===== src/rtl/conv_out_packer_if.sv =====
// Result-byte input stream and 32-bit AXI-Stream output of the conv output packer.
// The packer takes the master side; the producer and the DMA sink take the slave side.
interface conv_out_packer_if;
  logic        res_valid;
  logic [7:0]  res_data;
  logic        res_ready;
  logic        M_AXIS_TREADY;
  logic        M_AXIS_TVALID;
  logic [31:0] M_AXIS_TDATA;
  logic [3:0]  M_AXIS_TKEEP;
  logic        M_AXIS_TLAST;
  logic        M_AXIS_TUSER;

  modport master (
    input  res_valid, res_data, M_AXIS_TREADY,
    output res_ready, M_AXIS_TVALID, M_AXIS_TDATA, M_AXIS_TKEEP, M_AXIS_TLAST, M_AXIS_TUSER
  );

  modport slave (
    output res_valid, res_data, M_AXIS_TREADY,
    input  res_ready, M_AXIS_TVALID, M_AXIS_TDATA, M_AXIS_TKEEP, M_AXIS_TLAST, M_AXIS_TUSER
  );
endinterface


===== src/rtl/conv_out_packer.sv =====
// Packs conv result bytes little-endian into 32-bit AXIS words with TUSER/TLAST/TKEEP framing.
// One-cycle latency from the completing byte to TVALID; a completing byte stalls only while the output word is stuck.
module conv_out_packer #(
  parameter int C_S00_AXIS_TDATA_WIDTH = 32,
  parameter int CNT_W                  = 21
) (
  input  logic       CLK,
  input  logic       RESET,
  input  logic       start,
  input  logic [8:0] OutCh,
  input  logic [5:0] FLength,
  output logic       busy,
  output logic       done,
  conv_out_packer_if.master bus
);

  typedef enum logic [2:0] {S_IDLE, S_CALC, S_PACK, S_DRAIN, S_DONE} state_t;

  state_t state, state_nxt;

  logic [8:0]                        out_ch_r;
  logic [5:0]                        flen_r;
  logic [CNT_W-1:0]                  total_r;
  logic [CNT_W-1:0]                  cnt_r;
  logic [CNT_W-1:0]                  total_calc;
  logic [1:0]                        lane_r;
  logic [C_S00_AXIS_TDATA_WIDTH-1:0] pack_r;
  logic [C_S00_AXIS_TDATA_WIDTH-1:0] word_nxt;
  logic [3:0]                        keep_nxt;
  logic                              first_r;

  logic                              tvalid_r;
  logic [C_S00_AXIS_TDATA_WIDTH-1:0] tdata_r;
  logic [3:0]                        tkeep_r;
  logic                              tlast_r;
  logic                              tuser_r;

  logic final_byte, completing, out_stall, rdy, accept;

  assign total_calc = CNT_W'(out_ch_r) * CNT_W'(flen_r) * CNT_W'(flen_r);
  assign final_byte = (cnt_r == total_r - CNT_W'(1));
  assign completing = (lane_r == 2'd3) || final_byte;
  assign out_stall  = tvalid_r && !bus.M_AXIS_TREADY;
  assign accept     = bus.res_valid && rdy;

  // Incoming byte merged into its lane; lanes above it are still zero in pack_r.
  always_comb begin
    word_nxt = pack_r;
    word_nxt[8*lane_r +: 8] = bus.res_data;
  end

  always_comb begin
    keep_nxt = 4'hF;
    case (lane_r)
      2'd0:    keep_nxt = 4'h1;
      2'd1:    keep_nxt = 4'h3;
      2'd2:    keep_nxt = 4'h7;
      default: keep_nxt = 4'hF;
    endcase
  end

  always_ff @(posedge CLK) begin
    if (RESET) state <= S_IDLE;
    else       state <= state_nxt;
  end

  always_comb begin
    state_nxt = state;
    case (state)
      S_IDLE:  if (start) state_nxt = S_CALC;
      S_CALC:  state_nxt = (total_calc == '0) ? S_DONE : S_PACK;
      S_PACK:  if (accept && final_byte) state_nxt = S_DRAIN;
      // Only the TLAST word can be in the output register here.
      S_DRAIN: if (tvalid_r && bus.M_AXIS_TREADY) state_nxt = S_DONE;
      S_DONE:  state_nxt = S_IDLE;
      default: state_nxt = S_IDLE;
    endcase
  end

  always_comb begin
    busy = (state != S_IDLE);
    done = (state == S_DONE);
    rdy  = (state == S_PACK) && !(bus.res_valid && completing && out_stall);
  end

  always_ff @(posedge CLK) begin
    if (RESET) begin
      out_ch_r <= '0;
      flen_r   <= '0;
      total_r  <= '0;
      cnt_r    <= '0;
      lane_r   <= '0;
      pack_r   <= '0;
      first_r  <= 1'b0;
      tvalid_r <= 1'b0;
      tdata_r  <= '0;
      tkeep_r  <= '0;
      tlast_r  <= 1'b0;
      tuser_r  <= 1'b0;
    end else begin
      if (state == S_IDLE && start) begin
        out_ch_r <= OutCh;
        flen_r   <= FLength;
      end
      if (state == S_CALC) begin
        total_r <= total_calc;
        cnt_r   <= '0;
        lane_r  <= '0;
        pack_r  <= '0;
        first_r <= 1'b1;
      end
      if (accept) begin
        cnt_r <= cnt_r + CNT_W'(1);
        if (completing) begin
          lane_r <= '0;
          pack_r <= '0;
        end else begin
          lane_r <= lane_r + 2'd1;
          pack_r <= word_nxt;
        end
      end
      // A completing byte is only accepted when the register is empty or draining now.
      if (accept && completing) begin
        tvalid_r <= 1'b1;
        tdata_r  <= word_nxt;
        tkeep_r  <= keep_nxt;
        tlast_r  <= final_byte;
        tuser_r  <= first_r;
        first_r  <= 1'b0;
      end else if (tvalid_r && bus.M_AXIS_TREADY) begin
        tvalid_r <= 1'b0;
      end
    end
  end

  assign bus.res_ready     = rdy;
  assign bus.M_AXIS_TVALID = tvalid_r;
  assign bus.M_AXIS_TDATA  = tdata_r;
  assign bus.M_AXIS_TKEEP  = tkeep_r;
  assign bus.M_AXIS_TLAST  = tlast_r;
  assign bus.M_AXIS_TUSER  = tuser_r;

endmodule


===== src/flat_wrapper.sv =====
// flat-port wrapper written by rule: the top's interface ports become plain ports
module conv_out_packer_flat 
#(
  parameter int C_S00_AXIS_TDATA_WIDTH = 32,
  parameter int CNT_W                  = 21
)
  (CLK, RESET, start, OutCh, FLength, busy, done, bus_res_valid, bus_res_data, bus_M_AXIS_TREADY, bus_res_ready, bus_M_AXIS_TVALID, bus_M_AXIS_TDATA, bus_M_AXIS_TKEEP, bus_M_AXIS_TLAST, bus_M_AXIS_TUSER);
  conv_out_packer_if bus_i ();
  input  logic CLK;
  input  logic RESET;
  input  logic start;
  input  logic [8:0] OutCh;
  input  logic [5:0] FLength;
  output logic busy;
  output logic done;
  input wire logic [$bits(bus_i.res_valid)-1:0] bus_res_valid;
  input wire logic [$bits(bus_i.res_data)-1:0] bus_res_data;
  input wire logic [$bits(bus_i.M_AXIS_TREADY)-1:0] bus_M_AXIS_TREADY;
  output wire logic [$bits(bus_i.res_ready)-1:0] bus_res_ready;
  output wire logic [$bits(bus_i.M_AXIS_TVALID)-1:0] bus_M_AXIS_TVALID;
  output wire logic [$bits(bus_i.M_AXIS_TDATA)-1:0] bus_M_AXIS_TDATA;
  output wire logic [$bits(bus_i.M_AXIS_TKEEP)-1:0] bus_M_AXIS_TKEEP;
  output wire logic [$bits(bus_i.M_AXIS_TLAST)-1:0] bus_M_AXIS_TLAST;
  output wire logic [$bits(bus_i.M_AXIS_TUSER)-1:0] bus_M_AXIS_TUSER;
  assign bus_i.res_valid = bus_res_valid;
  assign bus_i.res_data = bus_res_data;
  assign bus_i.M_AXIS_TREADY = bus_M_AXIS_TREADY;
  assign bus_res_ready = bus_i.res_ready;
  assign bus_M_AXIS_TVALID = bus_i.M_AXIS_TVALID;
  assign bus_M_AXIS_TDATA = bus_i.M_AXIS_TDATA;
  assign bus_M_AXIS_TKEEP = bus_i.M_AXIS_TKEEP;
  assign bus_M_AXIS_TLAST = bus_i.M_AXIS_TLAST;
  assign bus_M_AXIS_TUSER = bus_i.M_AXIS_TUSER;
  conv_out_packer #(.C_S00_AXIS_TDATA_WIDTH(C_S00_AXIS_TDATA_WIDTH), .CNT_W(CNT_W)) u_core (.CLK(CLK), .RESET(RESET), .start(start), .OutCh(OutCh), .FLength(FLength), .busy(busy), .done(done), .bus(bus_i));
endmodule

===== config.mk =====
export PLATFORM = sky130hd
export DESIGN_NAME = conv_out_packer_flat
export DESIGN_NICKNAME = d
export VERILOG_FILES = /design/src/rtl/conv_out_packer_if.sv /design/src/rtl/conv_out_packer.sv /design/src/flat_wrapper.sv
export SDC_FILE = /design/constraint.sdc
export NUM_CORES = 1
export LEC_CHECK = 0
export ABC_CLOCK_PERIOD_IN_PS = 12700
export BUFFER_PORTS_ARGS = -buffer_cell sky130_fd_sc_hd__buf_4
export CAP_MARGIN = 0
export CELL_PAD_IN_SITES_DETAIL_PLACEMENT = 1
export CELL_PAD_IN_SITES_GLOBAL_PLACEMENT = 2
export CORE_MARGIN = 4
export CORE_UTILIZATION = 35
export DETAILED_ROUTE_END_ITERATION = 6
export PLACE_DENSITY_LB_ADDON = 0.1
export SYNTH_ARGS = -nofsm -noshare
export SYNTH_HDL_FRONTEND = slang
export SYNTH_SLANG_ARGS = --single-unit

===== constraint.sdc =====
create_clock -name CLK -period 12.7 [get_ports CLK]
set_input_delay 2.54 -clock CLK [delete_from_list [all_inputs] [get_ports CLK]]
set_output_delay 2.54 -clock CLK [all_outputs]
set_load 0.01 [all_outputs]

==> impl_metrics.toml <==
[sta]
hold_viol_final = 0
finClkSkew_ns = 0.0126
rsz0062_at_grt = "false"
setup_tns_ns = 0
post-route-min-period_ns = 9.13
finalCritPeriodShare_pct = 71.9
slew_viol_final = 0
fmaxAchievable_ghz = 0.110
relSlewSlack_pct = 32.9
tightestPinTransition_ns = 0.999
finalSetupViolCount = 0

[clock_tree]
clk_pin_slew_ns = 0.07
cts_max_path_buffers = 2
holdBufCountCts = 0
root_buffer = "clkbuf_16"
cts_tree = "built"
cts.sinks = 134
cts_resized = 0
post-cts-setup-buffers = 0
htree_num_levels = 4
numCtsBuffers = 17
clk_latency_ns = 0.43

[min_path]
worstHoldStart = "u_core.bus.M_AXIS_TDATA[3]"
hold_end = "u_core.bus.M_AXIS_TDATA[3]"
hold_depth = 2
hp-class = "flop to flop"

[global_routing]
grt_pass1_wl_mm = 49.2
grt_max_degree = 72
grt_antenna_before_repair = 0
grt.total_usage_pct = 17.9
grt_overflow_total = 0
grt_pass1_vias = 9368

[critical_path]
worstPathRequired_ns = 13.02
worst-setup-path-type = "flop to flop"
crit_path_start_kind = "flop"
cp.buffers_inverters = 5
critPathMaxStageDelay_ns = 0.89
cp_data_arrival_time_ns = 9.45
reg2reg_depth = 31
crit_top_cell = "fa_1"
r2r_start = "u_core.flen_r[4]"
cp_max_fo = 25
rrSetupSlack_ns = 3.57
critical_path.endpoint_type = "flop"
cp_slowest_cell = "dfxtp_1"
reg2reg_to = "u_core.state[1]"
crit_family = "adder cells"

[yosys]
ys.flop_type = "dfxtp_1"
async_flop_share_pct = 0
mappedNetlistArea_mm2 = 0.0108
synth.avg_cell_area_um2 = 8.05
synth_edf_count = 0
ys_warn_count = 0
ys_ff_latch = 134
yosysSeqAreaShare_pct = 24.9
syn_nets = 1505
synth_cell_types = 69
syn_inst = 1335

[floorplanning]
num_rows = 63
die_area_mm2 = 0.0336
io_pins = 70
coreArea_mm2 = 0.0300
start_util_pct = 35.9
die_h_um = 183
fp.dieW_um = 183

[cells_and_area]
instances_no_fill = 1766
layout.cells.most_common_list = "nand2_1, dfxtp_1, inv_1"
final.fill_count = 3623
antenna_cells = 0
design_area_mm2 = 0.0122
final_common_cell = "nand2_1"
area_delta_synth_final_pct = 13.7
fin_nets = 1533
drive_above_1_share_pct = 9.16

[route]
drt_first_pass_iters = 4
vias_per_cell = 5.16
route.detailed.drc = 0
drtIter0Drc = 334
wire_per_inst_um = 16.9
antenna_left = 0
vias = 9110
wirelength_mm = 29.8

[place]
port_buffers = 69
placed_cells = 1734
placed_area_mm2 = 0.0116
dp_hpwl_mm = 22.3
place.gp.congestion = 0.750

[outcome]
outcome = "complete, no violations"

[power]
power_w = 0.00135
power_density_mw_per_mm2 = 110
ir_drop_v = 0.0000825
leakage_nw = 5.41

[flow_run]
maxCapViolations = 0
-- through the flow --
stage	hold slack (ns)	setup slack, ns	utilization [%]
4_1_cts	0.460	3.47	40.8
3_5_place_dp	0.448	3.51	38.6
2_1_floorplan	0.434	4.10	-
5_1_grt	0.480	2.93	40.8
3_3_place_gp	0.446	3.63	38.6
6_report	0.456	3.57	40.8
-- sequential cells by signal, indices dropped and copies added (netlist names) --
signal / cells
u_core.pack_r: 32
u_core.first_r: 1
u_core.bus.M_AXIS_TKEEP: 4
u_core.lane_r: 2
u_core.cnt_r: 21
u_core.state: 3
u_core.flen_r: 6
u_core.bus.M_AXIS_TUSER: 1
u_core.bus.M_AXIS_TVALID: 1
u_core.bus.M_AXIS_TLAST: 1
u_core.total_r: 21
u_core.bus.M_AXIS_TDATA: 32
u_core.out_ch_r: 9
-- where the power goes --
group	switching [W]	leakage [nW]	total [W]	internal, W
Sequential	0.0000411	1.08	0.000476	0.000435
Clock	0.000207	0.323	0.000578	0.000371
Combinational	0.000185	4.01	0.000297	0.000112
Total	0.000433	5.41	0.00135	0.000918
-- layer usage --
metal / GRT usage, % / wire length (µm) / vias up
li1: - / - / 4515
met1: 24.7 / 14300 / 4481
met2: 30.4 / 14400 / 98
met3: 2.00 / 805 / 16
met4: 3.99 / 291 / 0
met5: 0 / 0 / -
-- cell usage after synthesis (all sizes together) (15+ instances only) --
| master | count | area (µm²) |
|---|---|---|
| nand2 | 208 | 781 |
| dfxtp | 134 | 2680 |
| inv | 124 | 465 |
| a21oi | 98 | 490 |
| and2 | 86 | 538 |
| fa | 82 | 1640 |
| nor2 | 63 | 236 |
| ha | 60 | 751 |
| clkbuf | 56 | 210 |
| o21ai | 56 | 284 |
| nor2b | 47 | 294 |
| a22o | 35 | 307 |
| xnor2 | 33 | 289 |
| nand3 | 24 | 120 |
| nor3 | 24 | 120 |
| and3 | 16 | 100 |
| a21o | 15 | 113 |
-- worst register-to-register path, delay by kind of cell, from the launching register on --
family / cells / cell delay (ns)
simple gates: 7 / 1.72
flops: 1 / 0.89
fa+ha+maj: 8 / 3.82
xor+xnor: 1 / 0.16
buf+inv: 5 / 0.38
compound gates: 10 / 2.03
-- logic make-up (layout without fill, tap and decap cells) --
| kind of cell | count (synthesis) | after routing | share of synthesized area [%] |
|---|---|---|---|
| AND/OR/NAND/NOR | 541 | 541 | 25.4 |
| AO/OA/AOI/OAI | 274 | 274 | 16.3 |
| buffers and inverters | 194 | 235 | 6.98 |
| adder cells (fa/ha/maj) | 142 | 142 | 22.2 |
| flip-flops | 134 | 134 | 24.9 |
| XOR/XNOR | 46 | 46 | 3.75 |
| multiplexers | 4 | 4 | 0.372 |
-- cell type report --
cell class | count | area [µm²] | share of cell area, %
Multi-Input combinational cell | 1007 | 7330 | 59.9
Sequential cell | 134 | 2680 | 21.9
Timing Repair Buffer | 79 | 593 | 4.85
Tap cell | 390 | 488 | 3.99
Clock buffer | 18 | 429 | 3.51
Clock inverter | 14 | 246 | 2.02
Inverter | 124 | 465 | 3.81
-- worst max-delay path by stage --
stage	slack, ns	endpoint	startpoint	cells past startpoint
2_1_floorplan	4.10	u_core.state[1]	u_core.flen_r[0]	33
3_3_place_gp	3.63	u_core.state[1]	u_core.flen_r[4]	31
3_5_place_dp	3.51	u_core.state[1]	u_core.flen_r[5]	31
4_1_cts	3.47	u_core.state[1]	u_core.flen_r[5]	31
5_1_grt	2.93	u_core.state[1]	u_core.flen_r[4]	30
6_report	3.57	u_core.state[1]	u_core.flen_r[4]	31
No activity file was read; power rests on OpenSTA's default activity.
